## src/rtl/monobit_eval.sv

```systemverilog
// Combinational block evaluation: |S| = |2*acc - N| and the threshold decision.
module monobit_eval #(
    parameter  int N_LOG2 = 7,
    localparam int CNT_W  = N_LOG2 + 1
) (
    input  logic [CNT_W-1:0] acc,
    input  logic [CNT_W-1:0] thresh,
    output logic [CNT_W-1:0] s_abs,
    output logic             pass
);

    logic [CNT_W:0] two_acc_s;
    logic [CNT_W:0] n_s;
    logic [CNT_W:0] s_s;
    logic [CNT_W:0] s_neg_s;

    // S is formed one bit wider than the count so that 2*acc and the sign both fit.
    always_comb begin
        two_acc_s = {acc, 1'b0};
        n_s       = (CNT_W + 1)'(1) << N_LOG2;
        s_s       = two_acc_s - n_s;
        s_neg_s   = (~s_s) + (CNT_W + 1)'(1);
        if (s_s[CNT_W]) begin
            s_abs = s_neg_s[CNT_W-1:0];
        end else begin
            s_abs = s_s[CNT_W-1:0];
        end
        pass = (s_abs <= thresh);
    end

endmodule : monobit_eval

```

## config.mk

```make
export PLATFORM = sky130hd
export DESIGN_NAME = monobit_eval
export DESIGN_NICKNAME = d
export VERILOG_FILES = /design/src/rtl/monobit_eval.sv
export SDC_FILE = /design/constraint.sdc
export NUM_CORES = 1
export LEC_CHECK = 0
export CORE_AREA = 5 5 42 44
export DETAILED_ROUTE_END_ITERATION = 16
export DIE_AREA = 0 0 47 49
export GPL_TIMING_DRIVEN = 0
export PLACE_DENSITY = 0.62
export SYNTH_ARGS = -nofsm -noshare
export SYNTH_HDL_FRONTEND = slang
export SYNTH_SLANG_ARGS = --single-unit
export TNS_END_PERCENT = 50
```

## constraint.sdc

```tcl
create_clock -name vclk -period 4.87
set_clock_uncertainty 0.2 [all_clocks]
set_input_delay 0.974 -clock vclk [all_inputs]
set_output_delay 0.974 -clock vclk [all_outputs]
set_load 0.02 [all_outputs]
```

# Word-level counts from Yosys, hierarchy flattened
# Index checks and enable logic that the tools add are counted.
word_totals:
  ff_bits: 0
  output_inout_bits: 9
  wordCells: 5
op_classes:
  add_sub_neg: 2
  order_cmp: 1
  n_mux: 1
  n_bitwise: 1
ops:
  columns: ["operator", "count"]
  rows:
  - ["9-bit by 8-bit subtractor with 9-bit output, second input constant", 1]
  - ["8-bit by 1-bit adder with 8-bit output, second input constant", 1]
  - ["8-bit less-or-equal comparator", 1]
  - ["8-bit 2-to-1 mux", 1]
  - ["8-bit NOT", 1]

# Longest topological paths before layout
# Gate-level depths: netlist of run 1.
logic_depth:
  word_depth: 5
  depth_mapped: 8
  mapped_depth_nobuf: 8

# Least setup slack after synthesis of run 1
# No wires, ideal clock.
synth_timing:
  path_type: "input to output"
  from: "input acc[0]"
  to: "output pass"
  t_arrival_ns: 2.669
  required_ns: 3.696
  path_slack_ns: 1.027
  path_stages: 8
  path_buffers: 0
  path_cell_list: "inv_1 ha_1 a21oi_1 xor2_1 ha_1 a21oi_1 o21ai_0 o22ai_1"
synth_via:
  elab_chain_len: 5
synth_lines:
  columns: ["element", "line_no", "source"]
  rows:
  - ["start, declared", "6", "input logic [CNT_W-1:0] acc,"]
  - ["9-bit by 8-bit subtractor with 9-bit output (*)", "21", "s_s = two_acc_s - n_s;"]
  - ["8-bit NOT", "22", "s_neg_s = (~s_s) + (CNT_W + 1)'(1);"]
  - ["8-bit by 1-bit adder with 8-bit output", "22", null]
  - ["8-bit 2-to-1 mux (*)", "23", "if (s_s[CNT_W]) begin"]
  - ["named net s_abs[5]", "8", "output logic [CNT_W-1:0] s_abs,"]
  - ["8-bit less-or-equal comparator (*)", "28", "pass = (s_abs <= thresh);"]
  - ["end, declared", "9", "output logic pass"]
# The timed path passes the listed nets; every way through them passes the cells marked *.

# Worst setup path after layout of run 1
layout_timing:
  from: "input acc[0]"
  to: "output pass"
layout_via:
  elab_chain_len: 5
layout_lines:
  columns: ["element", "line_no"]
  rows:
  - ["9-bit by 8-bit subtractor with 9-bit output (*)", "21"]
  - ["8-bit NOT", "22"]
  - ["8-bit by 1-bit adder with 8-bit output", "22"]
  - ["8-bit 2-to-1 mux (*)", "23"]
  - ["8-bit less-or-equal comparator (*)", "28"]
# Every way passes the cells marked *; elsewhere a longest branch is shown, timed or not.

==> key figures, run 1 <==
Pwr
  – Sw Ratio: 48.3%
  – Overall power: 78.8 uW
  – PwrDens: 136 nW/um^2
  – Sw Pwr: 38.1 uW
  – Worst VDD drop: 0.0777 mV
  – Leak: 0.000274 uW
  – Logic pwr share: 100.0%
  – Reg power frac: 0%
  – Cell-internal power: 40.7 uW
  – Clk network pwr share: 0%

STA
  – Final count of hold timing violations: 0
  – Setup TNS: 0 ns
  – Fin crit share: 94.9%
  – Period minus WS final: 4.62 ns
  – Fmax: 216 MHz
  – Setup WS post-layout: 0.250 ns
  – Setup violators final: 0
  – RSZ-0062 raised after global routing: false
  – Max Transition Viols Final: 0

Finish
  – Diode count: 0
  – Fin util: 41.3%
  – FFs & Latches: 0
  – Clock Buffer Count: 0
  – Fill count: 163
  – Share of cells above drive strength 1: 4.29%
  – Area Growth Syn to Fin: 81.6%
  – Reg area: 0 um^2
  – Nets: 96

Worst setup path
  – Critical setup path kind: in -> out
  – Critical path arrival: 3.45 ns
  – Crit path buffers/inverters: 3
  – Endpoint type of the worst setup path: output pin
  – Slowest CP cell: clkdlybuf4s50_1
  – Crit-path max FO: 4
  – Worst path max stage delay: 0.63 ns
  – Element type at the critical path start: primary input
  – WP data required: 3.70 ns
  – Top delay family on crit path: buffers and inverters
  – Critical path, cell by cell: clkdlybuf4s50_1 > inv_1 > ha_1 > nor2_1 > xor2_1 > ha_1 > a21oi_1 > a21oi_1 > o22ai_1 > clkdlybuf4s50_1

Place
  – Worst slack, placed: 0.255 ns
  – HPWL Detailed: 792 um
  – Routability cong.: 0.629
  – # port buffers: 24

Synthesis
  – Simple-gate area share of the yosys netlist: 14.9%
  – Top cells by area, synth: ha_1 31%, xor2_1 11%, inv_1 11%
  – Mapped Avg Cell Area: 6.94 um^2
  – Post-synthesis adder-cell area fraction: 31.4%
  – Biggest area consumer among synthesized cells: ha_1
  – Mux cell area share after synthesis: 3.53%
  – Register area share after synthesis: 0%
  – Mapped Area: 319 um^2
  – Compound-Gate Fraction of Synth Area: 17.6%
  – Synth top cells by count: 9 x inv_1, 8 x ha_1, 6 x a21oi_1
  – Netlist cell types: 18
  – Largest family of logic cells by synthesized area: adder cells
  – Top-count cell post-synth: inv_1
  – Synth top area share: 31.4%
  – Synth warnings: 0
  – Mapped Nets: 70
  – XOR/XNOR Fraction of Synth Area: 16.1%
  – Synthesized instance count: 46

Hold path
  – HP Class: in -> out

Global routing
  – Total grt overflow: 0
  – First-pass GRT wire length: 1340 um
  – Initial antenna violation count: 0
  – Vias in the first global route: 380
  – Largest net degree at the start of global routing: 6
  – Total track usage: 7.09%

Outcome
  – Status: finished clean

Detailed routing
  – ANT nets after route: 0
  – Drc violations: 0
  – Via count: 393
  – DRT iter0 DRCs: 6
  – Routed Wire Length: 850 um
  – Pre-antenna DRT Iters: 4
  – Wirelength per Cell: 9.88 um
  – Via density: 4.57

Clock network
  – Total setup buffers inserted after CTS: 0
  – Post_cts resized: 0
  – CTS Hold Bufs: 0

Floorplanning
  – Die width: 47 um
  – Die H: 49 um
  – Starting density of the core: 22.8%
  – IO Pins: 25
  – Die Footprint: 2300 um^2
  – # rows: 14
  – Core area: 1400 um^2

Flow run
  – Max-cap violations: 0
==> cell families after synthesis <==
kind of cell	after synthesis
AOI/OAI and AO/OA	10
xor gates and xnor gates	5
adders and majority gates	8
buffers and inverters	11
muxes	1
other	1
and+or+nand+nor	10
==> power by group through the flow <==
| stage | sequential (uW) | clock (uW) | combinational [uW] |
|---|---|---|---|
| final | 0 | 0 | 78.8 |
| after global routing | 0 | 0 | 85.9 |
| after CTS | 0 | 0 | 79.9 |
| after detailed placement | 0 | 0 | 79.3 |
| after global placement | 0 | 0 | 78.4 |
| after floorplan | 0 | 0 | 41.1 |
==> layer usage <==
| metal | share of wire [%] | up-vias | global-route usage, % |
|---|---|---|---|
| li1 | - | 204 | - |
| met1 | 44 | 170 | 9.35 |
| met2 | 41 | 19 | 11.8 |
| met3 | 15 | 0 | 2.21 |
| met4 | 0 | 0 | 0 |
| met5 | 0 | - | 0 |
==> path summary, 6_finish.rpt <==
kind,from,end,slack [ns],depth (start not counted)
hold / removal,acc[5],s_abs[6],2.88,3
setup / recovery,acc[0],pass,0.25,10
==> layout by cell type, fill, tap and decap left out, drive strengths merged <==
cell and instances:
a41oi 1, nand4b 1, ha 8, clkdlybuf4s50 24, nand3 1, nand2 1, conb 1, buf 2
nor3 1, nand4 1, o21ai 1, nor2 5, a31oi 1, mux2 1, o22ai 1, xor2 5
a21oi 6, inv 9
==> stage by stage <==
step | area [um^2] | cells | hold slack (ns)
finish | 579 | 86 | 2.88
global route | 579 | 86 | 2.93
CTS | 579 | 86 | 2.89
detailed placement | 579 | 86 | 2.89
global placement | 579 | 86 | 2.89
floorplan | 319 | 46 | 1.86
==> layout make-up <==
class              instances  area, um^2  share of cell area [%]
inverters                  9        33.8                    5.83
multi-input cells         35         270                    46.7
well taps                 16        20.0                    3.46
repair buffers            24         240                    41.5
plain buffers              2        15.0                    2.59
Note: power is estimated with default switching activity, not from simulation.
==> run 2, diff against run 1 <==
Clock period 4.87 ns to 4.7 ns, I/O delays scaled along.
==> key figures, run 2 (synthesis results as in run 1) <==
Outcome
  – Status: finished clean

Worst setup path
  – Crit-path max FO: 4
  – Critical setup path kind: in -> out
  – Element type at the critical path start: primary input
  – Endpoint type of the worst setup path: output pin
  – Critical path arrival: 3.04 ns
  – WP data required: 3.56 ns

Finish
  – Fin util: 41.5%
  – Most frequent cells in the layout: 23 x clkdlybuf4s50_1, 9 x inv_1, 8 x ha_1
  – FFs & Latches: 0
  – Reg area: 0 um^2
  – Commonest non-fill, non-tap cell in the layout: clkdlybuf4s50_1
  – Diode count: 0
  – Fill count: 164
  – Nets: 96
  – Area Growth Syn to Fin: 82.4%
  – Share of cells above drive strength 1: 4.29%
  – Clock Buffer Count: 0

Pwr
  – Worst VDD drop: 0.0808 mV
  – PwrDens: 140 nW/um^2
  – Leak: 0.000281 uW

Floorplanning
  – # rows: 14
  – Starting density of the core: 22.8%
  – Die width: 47 um
  – Die Footprint: 2300 um^2
  – Die H: 49 um
  – Core area: 1400 um^2
  – IO Pins: 25

Global routing
  – Routing usage on met3: 2.21%
  – GRT met1 Usage: 9.35%
  – GRT busiest layer: met2
  – Largest net degree at the start of global routing: 6
  – Total grt overflow: 0
  – Total track usage: 7.09%
  – Initial antenna violation count: 0
  – Met2 GRT Util: 11.8%
  – Vias in the first global route: 380
  – First-pass GRT wire length: 1340 um

Hold path
  – Min-Delay Endpoint: pass
  – HP Class: in -> out
  – Hold Path Stages: 4
  – Hold Path Origin: thresh[0]

Detailed routing
  – Wirelength per Cell: 10.1 um
  – Routed Wire Length: 870 um
  – Via density: 4.58
  – ANT nets after route: 0
  – Drc violations: 0
  – Pre-antenna DRT Iters: 2
  – DRT iter0 DRCs: 5
  – Via count: 394

STA
  – Fmax: 239 MHz
  – Fin crit share: 89.0%
  – Final count of hold timing violations: 0
  – Setup violators final: 0
  – Max Transition Viols Final: 0
  – RSZ-0062 raised after global routing: false
  – Period minus WS final: 4.18 ns
  – Setup TNS: 0 ns

Clock network
  – CTS Hold Bufs: 0
  – Total setup buffers inserted after CTS: 0

Place
  – Routability cong.: 0.629
  – # port buffers: 24
  – HPWL Detailed: 792 um

Flow run
  – Max-cap violations: 0
[run 2: layout make-up]
type | count | area [um^2] | share of cell area (%)
well taps | 16 | 20.0 | 3.44
repair buffers | 24 | 243 | 41.7
multi-input cells | 35 | 270 | 46.5
inverters | 9 | 33.8 | 5.81
plain buffers | 2 | 15.0 | 2.58
[run 2: worst max-delay path, stage by stage]
cell and delay [ns]:
clkdlybuf4s50_1 0.53, inv_1 0.06, ha_1 0.24, nor2_1 0.14, xor2_1 0.23, ha_1 0.30
a21oi_1 0.13, a21oi_1 0.08, o22ai_1 0.13, dlymetal6s2s_1 0.25
[run 2: metal layers]
| layer | vias to the layer above | wire (um) |
|---|---|---|
| li1 | 203 | - |
| met1 | 172 | 370 |
| met2 | 19 | 373 |
| met3 | 0 | 125 |
| met4 | 0 | 0 |
| met5 | - | 0 |
[run 2: per-stage QoR]
stage	cell area, um^2	cells	total power, uW	worst slack [ns]	hold slack, ns
floorplan	319	46	42.6	0.925	1.79
global placement	579	86	81.2	0.125	2.82
detailed placement	579	86	82.2	0.153	2.82
CTS	579	86	82.8	0.129	2.82
global route	582	86	89.1	0.334	2.58
finish	582	86	81.5	0.519	2.52
[run 2: worst max path at each step]
stage          endpoint  slack [ns]  startpoint
2_1_floorplan      pass        0.92      acc[0]
5_1_grt            pass        0.33      acc[0]
6_report           pass        0.52      acc[0]
3_3_place_gp       pass        0.13      acc[0]
4_1_cts            pass        0.13      acc[0]
3_5_place_dp       pass        0.15      acc[0]
[run 2: report_power, final]
| group | switching [uW] | internal (uW) | total, uW |
|---|---|---|---|
| Sequential | 0 | 0 | 0 |
| Clock | 0 | 0 | 0 |
| Combinational | 39.6 | 41.9 | 81.5 |
[run 2: timing repair]
action | CTS | global route
endpoints found under the hold margin | 0 | 0
setup endpoints to repair | 0 | 1
gates resized for setup | 0 | 1
==> variant (config.mk and constraints of run 2) <==
The parameter `N_LOG2` goes from 7 to 8.
--- a/src/rtl/monobit_eval.sv
+++ b/src/rtl/monobit_eval.sv
@@ -1,6 +1,6 @@
 // Combinational block evaluation: |S| = |2*acc - N| and the threshold decision.
 module monobit_eval #(
-    parameter  int N_LOG2 = 7,
+    parameter  int N_LOG2 = 8,
     localparam int CNT_W  = N_LOG2 + 1
 ) (
     input  logic [CNT_W-1:0] acc,
Ports: changed (resized acc, s_abs and thresh); port bits go from 25 to 28. No check against the original RTL was run, so the function may have changed too.
==> variant against run 2 <==
Setup slack got worse by 50 ps; die area unchanged; cell area increased by 18%; synthesized cell count increased by 17%; maximum frequency decreased by 1.2%; area after synthesis increased by 21%; routed wire length increased by 8.3%; via count increased by 12%; combinational power increased by 19%; worst hold slack improved by 7.2 ps; power increased by 19%; critical path depth unchanged; largest cell class unchanged; largest power group unchanged.
==> variant: results (changes against run 2) <==
Logic synthesis
  – Synth warn: 0 (unchanged)
  – Synth top cells by count: inv_1 (12), ha_1 (9), a21oi_1 (6) (was inv_1 (9), ha_1 (8), a21oi_1 (6))
  – Seq/Total Area, Yosys: 0% (unchanged)
  – Area contributors post-synth: ha_1 (29%), inv_1 (12%), a21oi_1 (7.8%) (was ha_1 (31%), xor2_1 (11%), inv_1 (11%))
  – Post-synth cell types: 21 (was 18)
  – Area leader, netlist: ha_1 (unchanged)
  – Mapped Nets: 81 (was 70)

Cells and area
  – Share of cells above drive strength 1: 7.41% (was 4.29%)
  – Layout Nets: 110 (was 96)
  – Clock buf count: 0 (unchanged)
  – Ant. Diodes: 0 (unchanged)
  – Sequential cell count: 0 (unchanged)

Power and ir drop
  – P_leak: 0.333 nW (was 0.281 nW)
  – Peak VDD IR: 0.0621 mV (was 0.0808 mV)

Global route
  – Largest net degree at the start of global routing: 7 (was 6)
  – First-pass GRT wire length: 1490 um (was 1340 um)
  – Number of global-route vias before repair: 382 (was 380)
  – Initial antenna violation count: 0 (unchanged)
  – Total GRT Usage: 7.86% (was 7.09%)

Routing
  – Iteration-0 DRC Markers: 2 (was 5)
  – Total Wirelength: 942 um (was 870 um)
  – First-pass iteration count of the detailed router: 2 (unchanged)
  – Post-DR vias/cell: 4.55 (was 4.58)

Clock network
  – Post-CTS sizing: 0 (unchanged)

Worst setup path
  – WP data arrival: 3090 ps (was 3040 ps)
  – Slowest CP cell: clkdlybuf4s50_1 (unchanged)
  – Crit-path max cell delay: 580 ps (was 530 ps)
  – Critical path peak fanout: 4 (unchanged)

Placement
  – I/O Buffers: 27 (was 24)
  – Placed cell areas: 676 um2 (was 579 um2)
  – Post-DP HPWL: 895 um (was 792 um)
  – Placer Congestion: 0.730 (was 0.629)

Worst hold path
  – Hold crit path type: in -> out (unchanged)

Run status
  – Outcome: complete, no violations (unchanged)
variant: routing by layer:
layer  global-route usage, %  up-vias  part of all wire (%)
met1                    10.2      196                    42
met4                       0        0                     0
li1                        -      236                     -
met3                       0        0                   5.7
met2                    14.7        9                    52
met5                       0        -                     0
variant: kinds of logic after synthesis:
group	synth area share (%)
buf+inv	15.6
compound gates	17.5
simple gates	17.2
fa+ha+maj	29.2
xor+xnor	15.6
mux	3.89
other cells	0.973
variant: power breakdown:
group	leakage, nW	internal [mW]	switching [mW]	total [mW]
registers	0	0	0	0
logic	0.333	0.0505	0.0463	0.0967
clock network	0	0	0	0
variant: tightest hold or removal path, stage by stage:
cell             delay, ps
clkdlybuf4s50_1        460
nor2b_1                 40
nand4_1                 70
o22ai_1                 70
dlymetal6s2s_1         200
variant: through the flow:
step,power (mW),worst slack [ps],utilization [%],hold WS (ps),std cells
CTS,0.0980,97.1,48.2,2840,97
global placement,0.0966,114,48.2,2840,97
global route,0.106,320,48.8,2570,97
floorplan,0.0521,900,-,1790,54
detailed placement,0.0977,96.3,48.2,2840,97
finish,0.0967,470,48.8,2530,97
variant: layout make-up:
type,instances,area (um2)
Fill cell,155,717
Multi-Input combinational cell,40,332
Tap cell,16,20.0
Buffer,2,15.0
Timing Repair Buffer,27,273
Inverter,12,45.0
variant: worst paths after layout:
check             slack, ps  depth (start not counted)      start  endpoint
hold / removal         2530                          5  thresh[0]      pass
setup / recovery        470                         10     acc[0]      pass
